===== config.mk =====
export PLATFORM = sky130hd
export DESIGN_NAME = keypad_emulator
export DESIGN_NICKNAME = d
export VERILOG_FILES = /design/src/rtl/keypad_emulator.sv
export SDC_FILE = /design/constraint.sdc
export NUM_CORES = 1
export LEC_CHECK = 0
export ABC_AREA = 1
export BUFFER_PORTS_ARGS = -buffer_cell sky130_fd_sc_hd__buf_2
export CAP_MARGIN = 10
export CORE_MARGIN = 3
export CORE_UTILIZATION = 35
export CTS_CLUSTER_DIAMETER = 80
export CTS_CLUSTER_SIZE = 25
export DETAILED_ROUTE_END_ITERATION = 10
export GPL_TIMING_DRIVEN = 0
export SYNTH_ARGS = -nofsm -noshare
export SYNTH_HDL_FRONTEND = slang
export SYNTH_SLANG_ARGS = --single-unit

===== constraint.sdc =====
create_clock -name clk -period 4.2 [get_ports clk]
set_input_delay 0.21 -clock clk [delete_from_list [all_inputs] [get_ports clk]]
set_output_delay 0.21 -clock clk [all_outputs]
set_load 0.01 [all_outputs]

===== src/rtl/keypad_emulator.sv =====
// Emulates a 4x4 matrix keypad toward a column-scanning decoder, pressing commanded keys for timed holds.
// Optional contact bounce on press/release edges is enabled with `define KEYPAD_EMU_BOUNCE_EN.
module keypad_emulator #(
   parameter int clk_freq      = 50_000_000,
   parameter int tick_cycles   = clk_freq / 1000,
   parameter int release_ms    = 20,
   parameter int bounce_cycles = 1000
) (
   input  logic        clk,
   input  logic        rst,
   input  logic [3:0]  col,
   output logic [3:0]  row,
   input  logic        cmd_valid,
   input  logic [3:0]  cmd_key,
   input  logic [7:0]  cmd_hold,
   output logic        cmd_ready,
   input  logic        abort,
   output logic        busy,
   output logic        done,
   output logic [15:0] key_mask
);
   localparam int TW = (tick_cycles > 1) ? $clog2(tick_cycles) : 1;
   localparam int MW = 16;

   typedef enum logic [1:0] {IDLE = 2'd0, PRESS = 2'd1, GAP = 2'd2} state_t;

   state_t        state_r, state_nx;
   logic [TW-1:0] tick_cnt_r, tick_nx;
   logic [MW-1:0] ms_cnt_r, ms_nx;
   logic [15:0]   mask_nx;
   logic          tick_wrap, last_tick;
   logic [3:0]    col_meta_r, col_s;
   logic [15:0]   eff_s, eff_d1_r, eff_d2_r;

   // Row bit r goes low when any low column has its mapped key pressed.
   function automatic logic [3:0] row_of(input logic [3:0] cs, input logic [15:0] k);
      logic [3:0] low;
      low = ({4{~cs[3]}} & {k[1],  k[4],  k[7],  k[0]})
          | ({4{~cs[2]}} & {k[2],  k[5],  k[8],  k[15]})
          | ({4{~cs[1]}} & {k[3],  k[6],  k[9],  k[14]})
          | ({4{~cs[0]}} & {k[10], k[11], k[12], k[13]});
      return ~low;
   endfunction

   assign tick_wrap = (tick_cnt_r == TW'(tick_cycles - 1));
   assign last_tick = tick_wrap && (ms_cnt_r == MW'(1));
   assign cmd_ready = (state_r == IDLE);
   assign busy      = (state_r != IDLE);
   assign done      = (state_r == GAP) && last_tick;

   // Next-state and counter logic for the press/gap sequencer.
   always_comb begin
      state_nx = state_r;
      tick_nx  = tick_cnt_r;
      ms_nx    = ms_cnt_r;
      mask_nx  = key_mask;
      case (state_r)
         IDLE: begin
            tick_nx = '0;
            if (cmd_valid) begin
               state_nx = PRESS;
               mask_nx  = 16'd1 << cmd_key;
               ms_nx    = (cmd_hold == 8'd0) ? MW'(1) : MW'(cmd_hold);
            end else begin
               state_nx = IDLE;
            end
         end
         PRESS: begin
            if (abort || last_tick) begin
               state_nx = GAP;
               mask_nx  = 16'd0;
               ms_nx    = MW'(release_ms);
               tick_nx  = '0;
            end else begin
               tick_nx = tick_wrap ? '0 : tick_cnt_r + TW'(1);
               ms_nx   = tick_wrap ? ms_cnt_r - MW'(1) : ms_cnt_r;
            end
         end
         GAP: begin
            if (last_tick) begin
               state_nx = IDLE;
               ms_nx    = '0;
               tick_nx  = '0;
            end else begin
               tick_nx = tick_wrap ? '0 : tick_cnt_r + TW'(1);
               ms_nx   = tick_wrap ? ms_cnt_r - MW'(1) : ms_cnt_r;
            end
         end
         default: begin
            state_nx = IDLE;
            mask_nx  = 16'd0;
            ms_nx    = '0;
            tick_nx  = '0;
         end
      endcase
   end

   // Sequencer state register; reset releases the key at once.
   always_ff @(posedge clk or posedge rst) begin
      if (rst) begin
         state_r    <= IDLE;
         tick_cnt_r <= '0;
         ms_cnt_r   <= '0;
         key_mask   <= 16'd0;
      end else begin
         state_r    <= state_nx;
         tick_cnt_r <= tick_nx;
         ms_cnt_r   <= ms_nx;
         key_mask   <= mask_nx;
      end
   end

   // Key state is delayed two cycles to match the column synchronizer, so row follows both by 3 cycles.
   always_ff @(posedge clk or posedge rst) begin
      if (rst) begin
         col_meta_r <= 4'hF;
         col_s      <= 4'hF;
         eff_d1_r   <= 16'd0;
         eff_d2_r   <= 16'd0;
         row        <= 4'hF;
      end else begin
         col_meta_r <= col;
         col_s      <= col_meta_r;
         eff_d1_r   <= eff_s;
         eff_d2_r   <= eff_d1_r;
         row        <= row_of(col_s, eff_d2_r);
      end
   end

`ifdef KEYPAD_EMU_BOUNCE_EN
   localparam int BW = $clog2(bounce_cycles + 1);

   logic [7:0]    lfsr_r;
   logic [BW-1:0] phase_r;
   logic [3:0]    key_r;
   logic          in_window;

   // LFSR x^8+x^6+x^5+x^4+1, cycles-into-phase counter, and the key held across PRESS and GAP.
   always_ff @(posedge clk or posedge rst) begin
      if (rst) begin
         lfsr_r  <= 8'hA5;
         phase_r <= '0;
         key_r   <= 4'd0;
      end else begin
         lfsr_r <= {lfsr_r[6:0], lfsr_r[7] ^ lfsr_r[5] ^ lfsr_r[4] ^ lfsr_r[3]};
         if (state_nx != state_r) begin
            phase_r <= '0;
         end else if (phase_r != BW'(bounce_cycles)) begin
            phase_r <= phase_r + BW'(1);
         end else begin
            phase_r <= phase_r;
         end
         if (cmd_ready && cmd_valid) begin
            key_r <= cmd_key;
         end else begin
            key_r <= key_r;
         end
      end
   end

   assign in_window = (state_r != IDLE) && (phase_r < BW'(bounce_cycles));
   assign eff_s     = in_window ? (lfsr_r[0] ? (16'd1 << key_r) : 16'd0) : key_mask;
`else
   // Bounce window length has no effect in the clean build.
   localparam int unused_bounce_cycles = bounce_cycles;
   assign eff_s = key_mask;
`endif

endmodule


# Word level (Yosys, flattened, before mapping)
# Index checks and enable logic that the tools add are counted.
[totals]
out_inout_bits = 23
reg_bits = 94
in_bits = 20
wordCells = 57
[classes]
n_eq_ne = 7
add_sub_neg = 2
mux = 17
n_bitwise = 13
n_reduce_logical = 8
shift = 1
[op_table]
columns = ["cell", "count"]
rows = [
  ["two-way mux 16 bit", 9],
  ["one-hot mux 16 bit (3 select lines)", 2],
  ["one-hot mux 16 bit (2 select lines)", 1],
  ["adder 16 x 1 -> 16 bit, second input constant", 1],
  ["bitwise AND 4 bit", 4],
  ["== test 16 x 1 -> 1 bit, second input constant", 1],
  ["== test 16 bit, second input constant", 1],
  ["left shift 1 x 4 -> 16 bit, first input constant", 1],
  ["subtractor 16 x 1 -> 16 bit, second input constant", 1],
  ["OR 4 bit", 3],
  ["zero test 8 bit", 1],
  ["two-way mux 8 bit", 1],
  ["inequality test 2 bit, second input constant", 3],
  ["one-hot mux 2 bit (3 select lines)", 1],
  ["inverter 1 bit", 5],
  ["two-way mux 2 bit", 2],
  ["inverter 4 bit", 1],
  ["AND reduction 3 bit", 1],
  ["== test 2 x 1 -> 1 bit, second input constant", 1],
  ["== test 2 bit, second input constant", 1],
  ["logical AND 1 bit", 2],
  ["zero test 2 bit", 1],
  ["AND reduction 2 bit", 1],
  ["nonzero test 2 bit", 1],
  ["2 further kinds", 2],
]

# Depth between registers and ports, before layout
# Gate-level depths: netlist of the first run.
[depth]
ltp_word = 6
depth_mapped = 13
mapped_depth_nobuf = 13

# Worst setup path after synthesis of the first run
# No wires, ideal clock.
[synth_timing]
path_kind = "register to register"
from = "register state_r[0]"
to = "register ms_cnt_r[1]"
path_stages_with_launch = 9
required_ns = 4.074
setup_slack_ns = 2.417
arrival_ns = 1.656
path_buffers = 1
path_cell_list = "dfrtp_1 > inv_1 > ha_1 > inv_1 > nor2_1 > nor2_1 > nand2_2 > buf_6 > o21ai_1"
[synth_via]
elab_chain_cells = 2
word_cells_on_any_way = 5
[synth_rtl]
columns = ["element", "line_no", "rtl"]
rows = [
  ["from (decl)", "27", "state_t state_r, state_nx;"],
  ["from (signal assigned)", "106", "state_r <= state_nx;"],
  ["zero test 2 bit (*)", "n/a", ""],
  ["named net cmd_ready", "16", "output logic cmd_ready,"],
  ["one-hot mux 16 bit (3 select lines) or inequality test 2 bit (tied branches)", "n/a", ""],
  ["to (signal assigned)", "108", "ms_cnt_r <= ms_nx;"],
  ["to (decl)", "29", "logic [MW-1:0] ms_cnt_r, ms_nx;"],
]
# The timed path passes the listed nets; every way through them passes the cells marked *.
# A chain may end at the register's enable or synchronous reset.

# Worst setup path in the final report of the first run
[layout_timing]
from = "register state_r[0]"
to = "register ms_cnt_r[6]"
[layout_via]
elab_chain_cells = 2
word_cells_on_any_way = 5
[layout_rtl]
columns = ["element", "line_no", "rtl"]
rows = [
  ["== test 2 bit (tied with other cells)", "57", "case (state_r)"],
  ["one-hot mux 16 bit (3 select lines) or inequality test 2 bit (tied branches)", "n/a", ""],
]
# Parallel ways exist; a longest one is shown, timed or not.

==> out/metrics.yaml, run 1 <==
status: "finished clean"
worst_setup_path_end_kind: "flip-flop"
clk_latency_ns: 0.34
crit_start: "state_r[0]$_DFFE_PP0P_"
dp_cells: 691
crit_fanout: 10
yosysWarnings: 0
tightest_slew_ns: 0.679
setup_viol: 0
io_pins: 43
fmax_ghz: 0.453
grt_overflow_total: 0
row_count: 40
grt_setup_unrepaired: "false"
portBuffers: 42
critPathBufInv: 3
syn_avg_cell_area_sq_um: 9.06
ys_seq_elements: 94
cp-start-kind: "flip-flop"
ant_nets: 0
r2r_end: "ms_cnt_r[6]$_DFFE_PP0P_"
cts_resized: 0
syn_nets: 507
area_growth_pct: 18.0
ys_seq_area_frac: 0.544
synth_area_leaders: "dfrtp_1 47%, nand2_1 9.7%, dfstp_2 7.2%"
fin_skew_ns: 0.00526
die-area_sq_mm: 0.0138
p_per_area_mw_per_mm2: 531
routed-via-count: 3227
cts_tree: "yes"
total_power_mw: 2.73
cts_inserted_buffers: 9
die_w_um: 117
drt_pre_antenna_iters: 4
holdWs_ns: 0.147
fin_cells: 712
cpPeakStageDelay_ns: 0.51
arrival_ns: 2.43
grt_pass1_vias: 3277
hold_path.class: "input port to flip-flop"
crit_cells: 8
synth-edff-count: 0
die_h_um: 117
routed_via_density: 4.53
grt_start_max_net_pins: 57
met1_usage: 0.181
yosysTopAreaCell: "dfrtp_1"
max-cap-violations: 0
synthDistinctLibCells: 34
slew_headroom: 0.546
path_class: "flip-flop to flip-flop"
met2_usage: 0.224
clk_path_buf_depth: 2
cp.required_ns: 4.43
hp-start: "cmd_valid"
netlist_instances: 480
clock-sinks: 94
coreArea_sq_mm: 0.0121
htreeDepth: 3
synth_top_area_share: 0.472
clkTransAtPathRegs_ns: 0.07
track_usage: 0.138
start_util: 0.361
cp_cell_sequence: "inv_1 -> ha_1 -> inv_1 -> nor2_1 -> nor2_1 -> nand2_2 -> buf_6 -> o21ai_1"
p_leak_nw: 2.45
reg2reg_from: "state_r[0]$_DFFE_PP0P_"
drc: 0
synthArstFlopShare: 1.00
cts_root_buf: "clkbuf_16"
setup_tns_ns: 0
worst-r2r-setup-slack_ns: 1.99
yosys_most_used_dff: "dfrtp_1"
critPathTopFamily: "simple AND/OR/NAND/NOR gates"
synth_area_sq_mm: 0.00435
n_fill_cell: 1217
drt_iter0_drc: 139
routed_wirelength_um: 8870
grt_pass1_wl_um: 15600
slew_viol_final: 0
wl_per_cell_um: 12.5
crit_slowest_cell: "nor2_1"
met3_usage: 0.0356
fin_crit_sh: 0.526
finalCriticalPeriod_ns: 2.21
nets: 566
busiest_layer: "met2"
drive_gt1_frac: 0.235
diodes: 0
antenna_found_initial: 0
gp_congestion: 0.824
ir_worst_vdd_v: 0.000264
r2r_cells: 8
post-dp-hpwl_um: 6530
hold_viol: 0
cp-endpoint: "ms_cnt_r[6]$_DFFE_PP0P_"
routing by layer:
metal | vias up | routed length, um
met4 | 0 | 115
met1 | 1525 | 4290
met5 | - | 0
met3 | 7 | 253
li1 | 1656 | -
met2 | 39 | 4210
power by group:
group          switching [mW]  total, mW  internal, mW
Sequential             0.0930       1.13          1.03
Clock                   0.361      0.773         0.412
Combinational           0.540      0.828         0.288
cell families after synthesis:
logic type / synth area share
AO/OA/AOI/OAI: 0.0955
XOR/XNOR: 0.0282
adder cells (fa/ha/maj): 0.0201
buffers and inverters: 0.0699
flip-flops: 0.544
AND/OR/NAND/NOR: 0.242
worst min path at each step:
| stage | to | slack [ns] | depth (start not counted) |
|---|---|---|---|
| final | state_r[0]$_DFFE_PP0P_ | 0.15 | 3 |
| after global routing | ms_cnt_r[1]$_DFFE_PP0P_ | 0.14 | 3 |
| after CTS | state_r[0]$_DFFE_PP0P_ | 0.13 | 3 |
| after detailed placement | eff_d2_r[11]$_DFF_PP0_ | 0.28 | 2 |
| after global placement | col_meta_r[0]$_DFF_PP1_ | 0.32 | 1 |
| after floorplan | col_meta_r[0]$_DFF_PP1_ | 0.21 | 0 |
metrics by stage:
step	worst slack [ns]	cell area, sq um	util
floorplan	1.56	4350	-
global placement	0.503	4770	0.396
detailed placement	1.97	4800	0.398
CTS	1.96	5130	0.426
global route	1.81	5130	0.426
finish	1.99	5130	0.426
state kept, by name, indices dropped and copies added (netlist names):
| register | cells |
|---|---|
| key_mask | 16 |
| eff_d1_r | 16 |
| ms_cnt_r | 16 |
| eff_d2_r | 16 |
| tick_cnt_r | 16 |
| col_meta_r | 4 |
| row | 4 |
| state_r | 2 |
| col_s | 4 |
synthesized netlist by cell type, drive strengths merged (4+ instances only):
cell	number
o22ai	4
nand3	21
nor2	54
nor3	16
a21oi	5
a32oi	5
ha	7
buf	6
xor2	13
nand2	131
nand4	5
dfrtp	82
dfstp	12
a221oi	4
o21ai	41
inv	61
final cells by class:
cell class | count | area, sq um | share of cell area
clock buffers | 10 | 229 | 0.0446
inverters | 61 | 231 | 0.0451
flip-flops and latches | 94 | 2370 | 0.461
clock inverters | 6 | 53.8 | 0.0105
well taps | 168 | 210 | 0.0409
repair buffers | 48 | 288 | 0.0561
multi-input cells | 317 | 1680 | 0.327
plain buffers | 8 | 75.1 | 0.0146
layout by cell type (no fill, tap or decap), types with 2 or more instances in the layout:
master         instances
dfstp_2               12
clkinv_4               2
inv_1                 49
inv_2                 11
o21ai_2               16
nand3_1               20
nor4_1                 3
nor2_4                 2
clkbuf_16              9
nand2_1              112
nand4_1                5
a21oi_1                5
a32oi_1                5
buf_6                  6
o22ai_1                4
o21ai_0               14
buf_2                 42
clkbuf_1               3
a221oi_1               4
o21ai_1               11
nor3_1                16
dlygate4sd3_1          5
dfrtp_1               82
ha_1                   7
nand2_2               18
nor2_1                51
inv_6                  2
xor2_1                13
timing repair:
item	in CTS	in global routing
hold buffers	5	0
hold endpoints to repair	33	0
buffers inserted	0	0
worst register-to-register path, stage by stage (launching register included):
cell and delay, ns:
dfrtp_1 0.42, inv_1 0.09, ha_1 0.20, inv_1 0.08
nor2_1 0.51, nor2_1 0.35, nand2_2 0.21, buf_6 0.17
o21ai_1 0.07
(Power assumes the default switching activity.)
==> run 2, diff against run 1 <==
==> constraint.sdc (replaced) <==
create_clock -name clk -period 2.27 [get_ports clk]
set_input_delay 0.1135 -clock clk [delete_from_list [all_inputs] [get_ports clk]]
set_output_delay 0.1135 -clock clk [all_outputs]
set_load 0.01 [all_outputs]
==> out/metrics.yaml, run 2 (synthesis results as in run 1) <==
max-cap-violations: 0  # unchanged
gp_congestion: 0.814  # -1.3%
drt_pre_antenna_iters: 4  # unchanged
wl_met3_um: 352  # +39%
area_growth_pct: 20.2
wl_per_cell_um: 12.7  # +2.2%
cp-endpoint: "done"
final_cell_mix: "112 x nand2_1, 82 x dfrtp_1, 49 x inv_1, 49 x nor2_1, 42 x buf_2"
post_cts_buffers: 0  # unchanged
cp-start-kind: "flip-flop"
drc: 0  # unchanged
r2r_end: "tick_cnt_r[10]$_DFF_PP0_"
coreArea_sq_mm: 0.0121  # unchanged
drive_gt1_frac: 0.244  # +0.00874
arrival_ns: 1.87  # -0.56 ns
die_h_um: 117  # unchanged
htreeDepth: 3  # unchanged
diodes: 0  # unchanged
p_leak_nw: 2.49  # +1.6%
clock-sinks: 94  # unchanged
hp-start: "cmd_hold[1]"
routed-via-count: 3261  # +1.1%
final_util: 0.434  # +0.00788
clk_latency_ns: 0.35  # about the same
path_class: "flip-flop to output port"
clkTransAtPathRegs_ns: 0.07  # about the same
place_area_sq_mm: 0.00481  # +0.29%
drt_iter0_drc: 193  # +39%
slew_viol_final: 0  # unchanged
cp.required_ns: 2.16  # -2.27 ns
setup_tns_ns: 0  # unchanged
r2r_cells: 11  # +3
holdWs_ns: 0.0463  # -0.101 ns
cts_inserted_buffers: 9  # unchanged
fin_skew_ns: 0.00667  # +0.00141 ns
reg2reg_from: "tick_cnt_r[0]$_DFF_PP0_"
grt_pass1_wl_um: 16000  # +2.8%
worst_setup_path_end_kind: "output port"
track_usage: 0.142  # +0.00432
crit_fanout: 5  # -5
top_layer_used: "met4"
slew_headroom: 0.463  # -0.0829
final_area_sq_mm: 0.00523  # +1.9%
nets: 567  # +0.18%
fin_crit_sh: 0.875
die_w_um: 117  # unchanged
drt-met1-wl_um: 4370  # +1.9%
status: "finished clean"
portBuffers: 42  # unchanged
tightest_slew_ns: 0.804  # +0.125 ns
worst-r2r-setup-slack_ns: 0.40  # -1.59 ns
antenna_found_initial: 0  # unchanged
start_util: 0.361  # unchanged
ir_worst_vdd_v: 0.000489  # +86%
fmax_ghz: 0.503
io_pins: 43  # unchanged
setup_viol: 0  # unchanged
route.met2.wl_um: 4220  # +0.29%
clk_path_buf_depth: 2  # unchanged
cts_root_buf: "clkbuf_16"
finalCriticalPeriod_ns: 1.99
p_per_area_mw_per_mm2: 1030  # +94%
grt_overflow_total: 0  # unchanged
hold_viol: 0  # unchanged
mostFrequentLayoutCell: "nand2_1"
post-dp-hpwl_um: 6780  # +3.8%
grt_start_max_net_pins: 38  # -33%
ant_nets: 0  # unchanged
row_count: 40  # unchanged
cts_tree: "yes"
routed_via_density: 4.57  # +0.91%
grt_pass1_vias: 3255  # -0.67%
routed_wirelength_um: 9070  # +2.3%
crit_start: "tick_cnt_r[0]$_DFF_PP0_"
die-area_sq_mm: 0.0138  # unchanged
grt_setup_unrepaired: "false"
hold_path.class: "input port to flip-flop"
==> run 2: worst max-delay path: stages, from the launching register on <==
cell     delay [ns]
dfrtp_1        0.37
ha_1           0.17
nand2_1        0.10
nor2_4         0.16
nand2_1        0.09
nor4_2         0.20
nand3_1        0.10
nor2_1         0.16
buf_2          0.16
==> run 2: final cells by class <==
class	count	area, sq um
Multi-Input combinational cell	317	1690
Sequential cell	94	2370
Inverter	61	233
Buffer	8	75.1
Timing Repair Buffer	49	300
Tap cell	168	210
Fill cell	1192	6830
Clock inverter	7	128
Clock buffer	9	225
==> run 2: how the worst min path moves through the flow <==
stage / end / depth (start not counted)
after global routing: ms_cnt_r[5]$_DFFE_PP0P_ / 3
final: ms_cnt_r[1]$_DFFE_PP0P_ / 3
after floorplan: col_meta_r[0]$_DFF_PP1_ / 0
after CTS: ms_cnt_r[1]$_DFFE_PP0P_ / 3
after global placement: col_meta_r[0]$_DFF_PP1_ / 1
after detailed placement: col_meta_r[1]$_DFF_PP1_ / 1
==> run 2: what timing repair did <==
action / CTS / global route
gates resized for setup: 0 / 3
hold endpoints to repair: 28 / 0
hold buffers: 5 / 0
endpoints found under the setup margin: 0 / 15
==> run 2: power breakdown <==
group          total, mW  internal (mW)  switching, mW
registers           2.09           1.91          0.174
logic               1.55          0.538           1.01
clock network       1.76           1.09          0.668
total               5.40           3.54           1.85
==> run 2: metrics by stage <==
step	cells	power, mW	setup WS (ns)
after floorplan	480	3.23	0.487
after global placement	690	3.62	0.0974
after detailed placement	692	3.66	0.0375
after CTS	713	5.46	0.0271
after global routing	713	5.74	0.0844
final	713	5.40	0.283
==> run 2: per-layer routing <==
metal  vias up  GRT usage
met3        11     0.0365
li1       1665          -
met2        56      0.222
met5         -          0
met1      1529      0.196
met4         0     0.0447
